[src/rtl/div_iter_if.sv]
// Handshake bundle between the EX stage and the iterative divider.
// The EX stage drives the request side; the divider drives stall/ready/result.
interface div_iter_if #(
    parameter int WIDTH = 32
);
    logic                   start;
    logic                   signed_div;
    logic                   annul;
    logic [WIDTH-1:0]       a;
    logic [WIDTH-1:0]       b;
    logic                   stall_req;
    logic                   ready;
    logic [2*WIDTH-1:0]     result;

    modport master (
        output start, signed_div, annul, a, b,
        input  stall_req, ready, result
    );

    modport slave (
        input  start, signed_div, annul, a, b,
        output stall_req, ready, result
    );
endinterface

[src/rtl/div_iter_unit.sv]
// Radix-2 restoring divider: one quotient bit per cycle on operand magnitudes,
// sign fix-up applied when the result is presented as {remainder, quotient}.
//
// state | meaning
// IDLE  | waiting for start & ~annul; operands latched on acceptance
// DIVZ  | divisor was zero; result is forced to 0/0
// ON    | one restoring step per cycle, counter 0..WIDTH-1
// END   | ready pulse, result presented and captured
module div_iter_unit #(
    parameter int WIDTH = 32
) (
    input  logic        clk,
    input  logic        rst,
    div_iter_if.slave   bus
);
    localparam int CW = $clog2(WIDTH);

    localparam logic [1:0] S_IDLE = 2'd0;
    localparam logic [1:0] S_DIVZ = 2'd1;
    localparam logic [1:0] S_ON   = 2'd2;
    localparam logic [1:0] S_END  = 2'd3;

    logic [1:0]           r_state;
    logic [CW-1:0]        r_cnt;
    logic [WIDTH-1:0]     r_dvd;
    logic [WIDTH-1:0]     r_dvs;
    logic [WIDTH-1:0]     r_rem;
    logic                 r_neg_q;
    logic                 r_neg_r;
    logic [2*WIDTH-1:0]   r_result;

    logic                 w_accept;
    logic                 w_done;
    logic [WIDTH-1:0]     w_a_mag;
    logic [WIDTH-1:0]     w_b_mag;
    logic [WIDTH:0]       w_shift;
    logic                 w_ge;
    logic [WIDTH-1:0]     w_diff;
    logic [WIDTH-1:0]     w_quot;
    logic [WIDTH-1:0]     w_remd;

    assign w_accept = (r_state == S_IDLE) & bus.start & ~bus.annul;
    assign w_done   = (r_state == S_END) & ~bus.annul;

    assign w_a_mag  = (bus.signed_div & bus.a[WIDTH-1]) ? -bus.a : bus.a;
    assign w_b_mag  = (bus.signed_div & bus.b[WIDTH-1]) ? -bus.b : bus.b;

    // The partial remainder stays below the divisor, so the difference fits WIDTH bits.
    assign w_shift  = {r_rem, r_dvd[WIDTH-1]};
    assign w_ge     = (w_shift >= {1'b0, r_dvs});
    assign w_diff   = w_shift[WIDTH-1:0] - r_dvs;

    assign w_quot   = r_neg_q ? -r_dvd : r_dvd;
    assign w_remd   = r_neg_r ? -r_rem : r_rem;

    assign bus.stall_req = w_accept | (r_state == S_DIVZ) | (r_state == S_ON);
    assign bus.ready     = w_done;
    assign bus.result    = w_done ? {w_remd, w_quot} : r_result;

    always_ff @(posedge clk or posedge rst) begin
        if (rst) begin
            r_state  <= S_IDLE;
            r_cnt    <= '0;
            r_dvd    <= '0;
            r_dvs    <= '0;
            r_rem    <= '0;
            r_neg_q  <= 1'b0;
            r_neg_r  <= 1'b0;
            r_result <= '0;
        end else begin
            case (r_state)
                S_IDLE: begin
                    if (w_accept) begin
                        r_neg_q <= bus.signed_div & (bus.a[WIDTH-1] ^ bus.b[WIDTH-1]);
                        r_neg_r <= bus.signed_div & bus.a[WIDTH-1];
                        r_dvs   <= w_b_mag;
                        r_rem   <= '0;
                        r_cnt   <= '0;
                        if (bus.b == '0) begin
                            r_dvd   <= '0;
                            r_state <= S_DIVZ;
                        end else begin
                            r_dvd   <= w_a_mag;
                            r_state <= S_ON;
                        end
                    end
                end
                S_DIVZ: begin
                    r_state <= bus.annul ? S_IDLE : S_END;
                end
                S_ON: begin
                    if (bus.annul) begin
                        r_state <= S_IDLE;
                    end else begin
                        r_dvd <= {r_dvd[WIDTH-2:0], w_ge};
                        r_rem <= w_ge ? w_diff : w_shift[WIDTH-1:0];
                        r_cnt <= r_cnt + CW'(1);
                        if (r_cnt == CW'(WIDTH-1))
                            r_state <= S_END;
                    end
                end
                S_END: begin
                    if (!bus.annul)
                        r_result <= {w_remd, w_quot};
                    r_state <= S_IDLE;
                end
                default: r_state <= S_IDLE;
            endcase
        end
    end
endmodule

[src/flat_wrapper.sv]
// flat-port wrapper written by rule: the top's interface ports become plain ports
module div_iter_unit_flat 
#(
    parameter int WIDTH = 32
)
  (clk, rst, bus_start, bus_signed_div, bus_annul, bus_a, bus_b, bus_stall_req, bus_ready, bus_result);
  div_iter_if #(.WIDTH(WIDTH)) bus_i ();
  input  logic clk;
  input  logic rst;
  input wire logic [$bits(bus_i.start)-1:0] bus_start;
  input wire logic [$bits(bus_i.signed_div)-1:0] bus_signed_div;
  input wire logic [$bits(bus_i.annul)-1:0] bus_annul;
  input wire logic [$bits(bus_i.a)-1:0] bus_a;
  input wire logic [$bits(bus_i.b)-1:0] bus_b;
  output wire logic [$bits(bus_i.stall_req)-1:0] bus_stall_req;
  output wire logic [$bits(bus_i.ready)-1:0] bus_ready;
  output wire logic [$bits(bus_i.result)-1:0] bus_result;
  assign bus_i.start = bus_start;
  assign bus_i.signed_div = bus_signed_div;
  assign bus_i.annul = bus_annul;
  assign bus_i.a = bus_a;
  assign bus_i.b = bus_b;
  assign bus_stall_req = bus_i.stall_req;
  assign bus_ready = bus_i.ready;
  assign bus_result = bus_i.result;
  div_iter_unit #(.WIDTH(WIDTH)) u_core (.clk(clk), .rst(rst), .bus(bus_i));
endmodule
[config.mk]
export PLATFORM = sky130hd
export DESIGN_NAME = div_iter_unit_flat
export DESIGN_NICKNAME = d
export VERILOG_FILES = /design/src/rtl/div_iter_if.sv /design/src/rtl/div_iter_unit.sv /design/src/flat_wrapper.sv
export SDC_FILE = /design/constraint.sdc
export NUM_CORES = 1
export LEC_CHECK = 0
export CAP_MARGIN = 30
export CORE_ASPECT_RATIO = 1.1
export CORE_MARGIN = 2
export CORE_UTILIZATION = 60
export CTS_CLUSTER_DIAMETER = 80
export DETAILED_ROUTE_END_ITERATION = 16
export PLACE_DENSITY_LB_ADDON = 0.15
export SLEW_MARGIN = 20
export SYNTH_ARGS = -nofsm -noshare
export SYNTH_HDL_FRONTEND = slang
export SYNTH_SLANG_ARGS = --single-unit
[constraint.sdc]
create_clock -name clk -period 7.4 [get_ports clk]
set_input_delay 0.74 -clock clk [delete_from_list [all_inputs] [get_ports clk]]
set_output_delay 0.74 -clock clk [all_outputs]
set_load 0.02 [all_outputs]
## Word level (Yosys, flattened, before mapping)

Cells that the tools add are included.
W data, S select, Z words.

- Register bits after elaboration: 169
- Bits of input ports: 69
- Output and inout bits: 66

- Add/sub/neg operators: 6
- $lt $le $gt $ge: 1
- Equality and inequality tests: 7
- Multiplexer cells: 22
- Bitwise logic cells: 10
- Reductions and logical operators: 7

Operators with widths:

| operator | number |
|---|---|
| $mux W32 | 10 |
| $neg A32 Y32 | 4 |
| $pmux W32 S2 | 2 |
| $mux W64 | 1 |
| $ge A33 B32 Y1 | 1 |
| $logic_not A32 Y1 | 1 |
| $sub A32 B32 Y32 | 1 |
| $mux W2 | 5 |
| $mux W5 | 2 |
| $pmux W5 S2 | 1 |
| $pmux W2 S4 | 1 |
| $and A1 B1 Y1 | 6 |
| $reduce_and A2 Y1 | 3 |
| $add A5 B1 Y5 const B | 1 |
| $eq A5 B5 Y1 const B | 1 |
| $eq A2 B2 Y1 const B | 2 |
| $ne A3 B3 Y1 const B | 1 |
| $reduce_and A3 Y1 | 1 |
| $eq A2 B1 Y1 const B | 1 |
| $logic_not A2 Y1 | 1 |
| $ne A2 B1 Y1 const B | 1 |
| $ne A2 B2 Y1 const B | 1 |
| $or A1 B1 Y1 | 2 |
| $reduce_bool A2 Y1 | 1 |
| 2 further kinds | 2 |

## Depth between registers and ports, before layout

Gate-level depths: netlist (run 1).

- Word-level depth: 5
- Depth in mapped cells: 13
- Depth with buffers taken out: 13

## Least setup slack after synthesis (run 1)

OpenSTA, ideal clock, no wires.

- Path kind: register to output
- Start: register u_core.r_rem[8]
- End: output bus_result[62]
- Arrival time: 3.146 ns
- Required time: 6.660 ns
- Setup slack: 3.514 ns
- Cell stages (with the launch flop): 10
- Path buffers: 0
- Cells stage by stage: dfrtp_1 or4_1 nor3_2 nand3_1 or4_4 or3_1 nand2b_1 o31ai_1 xor2_1 o21ai_0

- Cells in the longest elaborated chain, start to end: 3

Ends and longest elaborated chain:

| item | RTL line | text |
|---|---|---|
| start, declared | div_iter_unit.sv:27 | `logic [WIDTH-1:0] r_rem;` |
| start signal, assigned | div_iter_unit.sv:96 | `r_rem <= w_ge ? w_diff : w_shift[WIDTH-1:0];` |
| $neg A32 Y32 | div_iter_unit.sv:54 | `assign w_remd = r_neg_r ? -r_rem : r_rem;` |
| $mux W32 | div_iter_unit.sv:54 |  |
| $mux W64 | div_iter_unit.sv:58 | `assign bus.result = w_done ? {w_remd, w_quot} : r_result;` |
| end, declared | flat_wrapper.sv:17 | `output wire logic [$bits(bus_i.result)-1:0] bus_result;` |

No other way between the ends.

## Final worst setup path (run 1)

- Start: register u_core.r_rem[8]
- End: output bus_result[63]

The elaborated chain is that of the path after synthesis.

==> results of run 1 <==
[kinds of logic (layout without fill, tap and decap cells)]
logic type	Yosys count	after routing
multiplexers	15	15
adder cells (fa/ha/maj)	44	44
AO/OA/AOI/OAI	404	404
XOR/XNOR	146	146
flip-flops	169	169
buffers and inverters	118	233
AND/OR/NAND/NOR	402	402
[power by group through the flow]
stage	combinational (mW)	clock (mW)	sequential (mW)
after detailed placement	3.66	0	1.78
after global placement	3.57	0	1.76
after global routing	4.17	0.937	1.82
after floorplan	2.73	0	1.62
final	3.76	0.892	1.76
after CTS	3.71	0.897	1.77
[synth_stat cells (14+ instances only)]
library cell / n / area [sq um]
dfrtp_1: 169 / 4229
clkbuf_1: 53 / 198.9
o22ai_1: 30 / 187.7
mux2i_1: 15 / 150.1
inv_1: 55 / 206.5
nor2_1: 88 / 330.3
o21ai_0: 168 / 840.8
a21oi_1: 91 / 455.4
nand2_1: 192 / 720.7
nor3_1: 16 / 80.08
ha_1: 43 / 538.0
nor4_1: 16 / 100.1
xor2_1: 95 / 832.1
xnor2_1: 51 / 446.7
a21o_1: 14 / 105.1
o31ai_1: 38 / 285.3
[layout make-up]
type                            instances  share of cell area (%)
Inverter                               55                   1.618
Timing Repair Buffer                  147                   11.37
Clock buffer                           21                   3.523
Sequential cell                       169                   32.36
Tap cell                              238                   2.279
Multi-Input combinational cell       1011                   47.94
Clock inverter                         10                  0.9095
[cell usage in the layout, fill, tap and decap left out, types with 5 or more instances in the layout]
cell             synthesis  final
inv_1                   55     54
dfrtp_1                169    169
and3_1                   9      9
or4_1                    9      9
or3_1                   12     12
a21oi_1                 91     91
o21bai_1                 7      7
o21ai_0                168    168
xnor2_1                 51     51
a211oi_1                 6      6
a31oi_1                  6      5
clkbuf_16                0     17
nand2_1                192    192
and2_1                   5      5
nor4_1                  16     16
a32oi_1                  9      9
ha_1                    43     43
nor2_1                  88     87
a21o_1                  14     14
nor3_1                  16     16
xor2_1                  95     95
nand3_1                 13     13
clkdlybuf4s50_1          0    134
nand4_1                  7      7
mux2i_1                 15     15
o31ai_1                 38     38
o22ai_1                 30     30
buf_4                    0      9
or2_2                    5      5
nand2b_1                 8      7
o41ai_1                  9      9
[metal layers]
layer	GRT usage [%]	up-vias	share of wire [%]
met5	0	-	0
met4	7.796	0	1.4
met3	3.901	35	5.4
met2	46.58	335	47
met1	41.41	4757	46
li1	-	4804	-
[stage by stage]
step	std cells	area [sq um]	total power, mW	worst slack [ns]
5_1_grt	1651	13070	6.926	2.087
2_1_floorplan	1298	10920	4.349	2.085
3_3_place_gp	1616	12410	5.331	2.867
4_1_cts	1649	13030	6.370	2.285
6_report	1651	13070	6.420	2.259
3_5_place_dp	1618	12450	5.437	2.800
[state kept, by name, indices dropped and copies added (netlist names)]
register	count
u_core.r_cnt	5
u_core.r_dvd	32
u_core.r_dvs	32
u_core.r_neg_q	1
u_core.r_neg_r	1
u_core.r_rem	32
u_core.r_result	64
u_core.r_state	2
[path summary, 6_finish.rpt]
kind                                       from                   to  slack (ns)  depth (start not counted)
worst min-delay path            u_core.r_cnt[4]      u_core.r_cnt[4]        0.48                          2
worst min register to register  u_core.r_cnt[4]      u_core.r_cnt[4]        0.48                          2
min in group asynchronous                   rst  u_core.r_result[47]        0.82                          2
max in group asynchronous                   rst     u_core.r_dvs[30]        5.28                          4
worst max register to register  u_core.r_rem[1]     u_core.r_rem[28]        3.82                         11
worst max-delay path            u_core.r_rem[8]       bus_result[63]        2.26                         10
[worst register-to-register path: stages (launching register included)]
cell and delay (ns):
dfrtp_1 0.47, ha_1 0.41, and3_1 0.22, o21a_1 0.17, o311a_1 0.17, o31ai_1 0.06
buf_4 0.16, o41ai_2 0.73, a31oi_4 0.16, buf_4 0.33, nand2b_1 0.35, o21ai_0 0.25
==> results.yml, run 1 <==
outcome:
  outcome: "complete, no violations"
timing:
  fmaxAchievable_mhz: 194.5
  setup_viol: 0
  whs_ns: 0.4786
  rsz0062_at_grt: "no"
  skew_ns: 0.01074
  relSlewSlack_pct: 37.20
  tightest_slew_ns: 0.9419
  report.final.hold_viol_count: 0
  finalCritPeriodShare_pct: 69.48
  period_needed_ns: 5.141
  slew_viol_final: 0
  setup_tns_ns: 0
route:
  route.detailed.drc: 0
  drt-initial-drc-count: 965
  wl_per_cell_microns: 16.76
  via_count: 9931
  viasPerCell: 6.015
  drtPass1Iterations: 6
  totalWireLength_microns: 27660
  drtAntennaViolNets: 0
synth:
  syn_inst: 1298
  synth-compound-area-share_pct: 22.04
  ys.flop_type: "dfrtp_1"
  synth-xor-area-share_pct: 11.71
  yosys.area_share.simple_pct: 16.91
  synth_edf_count: 0
  synth-seq-cells: 169
  synth_fa_ha_area_share_pct: 5.111
  synthMuxAreaShare_pct: 1.375
  syn_nets: 1411
  synth_area_sq_mm: 0.01092
  synth_seq_area_share_pct: 38.73
  avgSynthCellArea_sq_um: 8.412
  ys_types: 58
  ys_warn_count: 0
  synth_top_family_by_area: "compound AO/OA/AOI/OAI gates"
  synth_async_sr_flop_share_pct: 100.0
final_layout:
  regArea_sq_mm: 0.004229
  n_fill_cell: 1415
  nets: 1514
  diodes: 0
  final_core_util_pct: 73.67
  multi_input_area_sq_mm: 0.006265
  drive_gt1_share_pct: 4.600
  area_delta_synth_final_pct: 19.69
floorplan:
  die_width_microns: 132.6
  dieArea_sq_mm: 0.01929
  die_y_microns: 145.5
  row_count: 51
  start_util_pct: 61.55
  io_pins: 135
  core_sq_mm: 0.01774
setup_path:
  critPathMaxStageDelay_ns: 0.65
  crit_family: "simple AND/OR/NAND/NOR gates"
  worstPathArrival_ns: 4.40
  crit_fanout: 6
  path_cells: "or4_1, nor3_2, nand3_1, or4_1, o31ai_1, o21ai_1, a21oi_1, xor2_1, o21ai_0, clkdlybuf4s50_1"
  path_buf_inv: 1
  end_kind: "output pin"
  required_ns: 6.66
  cp_common_cell: "or4_1"
  cpMaxStageDelayCell: "clkdlybuf4s50_1"
  path_class: "reg -> out"
  cp-start-kind: "flop"
pwr:
  p_sw_mw: 3.002
  share_comb_of_total_power_pct: 58.6
  p_clk_share_pct: 13.9
  p_leak_nw: 5.697
  vdd_drop_max_mv: 0.2834
  swShare_pct: 46.76
  internal_power_mw: 3.418
  pwr_density_cell_mw_per_mm2: 491.2
  power_frac_seq_pct: 27.5
hold_path:
  worstHoldPathType: "reg -> reg"
placed_design:
  numPortBuffers: 134
  dp_hpwl_microns: 19850
  gp_congestion: 0.9470
grt:
  grt_use_total_pct: 28.96
  antenna_found_initial: 0
  grt_pass1_wl_microns: 46060
  grt-ovfl-total: 0
  grt_max_degree: 128
  grt_pass1_vias: 9343
clock_network:
  postCtsResizedCells: 0
  clockBufferDepth: 2
  insertion_delay_ns: 0.44
  post-cts-setup-buffers: 0
  cts_tree: "built"
  path_clk_slew_ns: 0.07
  cts_made_buffers: 17
  cts_root_buffer: "clkbuf_16"
  hold_buffers: 0
  cts-htree-levels: 4
  cts_num_sinks: 169
run:
  drv_cap: 0
(Power assumes the default switching activity.)
==> run 2: changes to the inputs <==
Settings changed: CORE_UTILIZATION 60 to 57.
Clock period 7.4 ns to 4.74 ns, I/O delays scaled along.
==> run 2 against run 1 <==
Against the previous run: clock power rose by 67%; register-to-register slack worse by 2.6 ns; sequential cell count is the same; non-clock buffer count rose by 2; via count is 3.3% lower; first-iteration DRC count shrank 27%; sequential power grew 55%; routed wire length is 3.5% lower.
==> results.yml, run 2 (synthesis gave the netlist of run 1 again) <==
pwr:
  p_leak_nw: 5.823
  internal_power_mw: 5.471
  power_frac_seq_pct: 27.0
  pwr_density_cell_mw_per_mm2: 763.5
  p_clk_share_pct: 14.8
  share_comb_of_total_power_pct: 58.2
  swShare_pct: 45.53
  p_sw_mw: 4.574
  vdd_drop_max_mv: 0.3534
final_layout:
  fin_cells: 1662
  area_delta_synth_final_pct: 20.49
  diodes: 0
  largest_reg_flops: 64
  final_common_cell: "nand2_1"
  drive_gt1_share_pct: 4.806
  nets: 1516
  n_fill_cell: 1579
  final_core_util_pct: 69.37
  max_flop_register: "u_core.r_result"
  postLayoutCellArea_sq_mm: 0.01316
  final_cell_mix: "nand2_1, dfrtp_1, o21ai_0"
clock_network:
  cts-htree-levels: 4
  cts_made_buffers: 17
  path_clk_slew_ns: 0.06
  post-cts-setup-buffers: 0
  postCtsResizedCells: 0
  hold_buffers: 0
  insertion_delay_ns: 0.43
  cts_tree: "built"
  cts_num_sinks: 169
  cts_root_buffer: "clkbuf_16"
  clockBufferDepth: 2
route:
  wl_met2_microns: 12390
  viasPerCell: 5.776
  drt-initial-drc-count: 708
  wl_met1_microns: 12290
  highest_layer: "met4"
  wl_per_cell_microns: 16.06
  met3_length_microns: 1388
  via_count: 9600
  drtPass1Iterations: 8
  route.detailed.drc: 0
  totalWireLength_microns: 26690
  drtAntennaViolNets: 0
setup_path:
  cp-start-kind: "flop"
  worstPathArrival_ns: 4.05
  critPathMaxStageDelay_ns: 0.64
  crit_family: "simple AND/OR/NAND/NOR gates"
  crit_fanout: 7
  path_cells: "or4_4, or3_4, or3_4, or4_4, nand2b_4, o41ai_4, xor2_1, o21ai_1, clkdlybuf4s50_1"
  path_buf_inv: 1
  path_class: "reg -> out"
  end_kind: "output pin"
  required_ns: 4.27
  cpMaxStageDelayCell: "clkdlybuf4s50_1"
timing:
  setup_viol: 0
  finalCritPeriodShare_pct: 95.36
  report.final.hold_viol_count: 0
  relSlewSlack_pct: 42.16
  finalWorstSetupSlack_ns: 0.2197
  fmaxAchievable_mhz: 221.2
  skew_ns: 0.01112
  tightest_slew_ns: 0.8582
  slew_viol_final: 0
  period_needed_ns: 4.520
  rsz0062_at_grt: "no"
  setup_tns_ns: 0
placed_design:
  place_ws_ns: 0.4828
  numPortBuffers: 134
  place_inst: 1629
  dp_hpwl_microns: 19540
  placed_cell_area_sq_mm: 0.01249
  gp_congestion: 0.9608
grt:
  grt-ovfl-total: 0
  grt_pass1_vias: 8950
  grt_max_degree: 117
  antenna_found_initial: 0
  grt_use_total_pct: 26.76
  grt_pass1_wl_microns: 43760
hold_path:
  worstHoldPathType: "reg -> reg"
floorplan:
  die_y_microns: 149.2
  io_pins: 135
  start_util_pct: 57.57
  dieArea_sq_mm: 0.02028
  row_count: 53
  die_width_microns: 136.0
  core_sq_mm: 0.01897
run:
  drv_cap: 0
outcome:
  outcome: "complete, no violations"
run 2: changes by cell type in the layout (fill, tap and decap cells not counted), sizes merged:
cell | previous run | this run
dlymetal6s2s | 0 | 7
buf | 13 | 15
clkbuf | 21 | 20
clkdlybuf4s50 | 134 | 127
bufinv | 2 | 4
clkinvlp | 3 | 4
inv | 57 | 55
run 2: power groups by stage:
stage	clock (mW)	combinational [mW]	sequential [mW]
2_1_floorplan	0	4.26	2.53
3_3_place_gp	0	5.68	2.72
3_5_place_dp	0	5.76	2.75
4_1_cts	1.51	5.79	2.73
5_1_grt	1.57	6.52	2.81
6_report	1.49	5.84	2.72
run 2: worst register-to-register path: stages (launching register included):
cell	delay (ns)
dfrtp_1	0.40
inv_1	0.16
ha_1	0.19
inv_1	0.05
fa_1	0.42
a211oi_1	0.32
o211ai_1	0.18
nand2_1	0.18
o221ai_1	0.27
a21oi_1	0.35
o21bai_1	0.17
a221oi_1	0.40
mux2i_1	0.24
nand2_1	0.06
run 2: worst paths after layout:
check / start / end / slack, ns / cells past startpoint
min: u_core.r_dvs[1] / u_core.r_dvs[1] / 0.48 / 2
min in group asynchronous: rst / u_core.r_dvd[27] / 0.54 / 3
max: u_core.r_dvd[6] / bus_result[30] / 0.22 / 9
min reg2reg: u_core.r_dvs[1] / u_core.r_dvs[1] / 0.48 / 2
max reg2reg: u_core.r_dvd[31] / u_core.r_rem[30] / 1.21 / 13
max in group asynchronous: rst / u_core.r_dvs[18] / 3.64 / 3
run 2: layout make-up:
class,count,area [sq um],area share [%]
clock buffer,20,456.7,3.471
clock inverter,11,170.2,1.293
inverter,55,210.2,1.598
multi-input combinational,1011,6265,47.62
sequential,169,4229,32.14
tap,247,309.0,2.349
timing repair buffer,149,1516,11.53
run 2: layer usage:
layer | global-route usage, % | up-vias
li1 | - | 4788
met1 | 36.90 | 4477
met2 | 43.84 | 286
met3 | 3.432 | 49
met4 | 8.750 | 0
met5 | 0 | -
run 2: stage by stage:
step           hold WS [ns]  total power, mW
5_1_grt              0.4965            10.90
3_5_place_dp         0.4713            8.508
4_1_cts              0.4851            10.02
2_1_floorplan        0.4453            6.791
6_report             0.4769            10.05
3_3_place_gp         0.4562            8.393
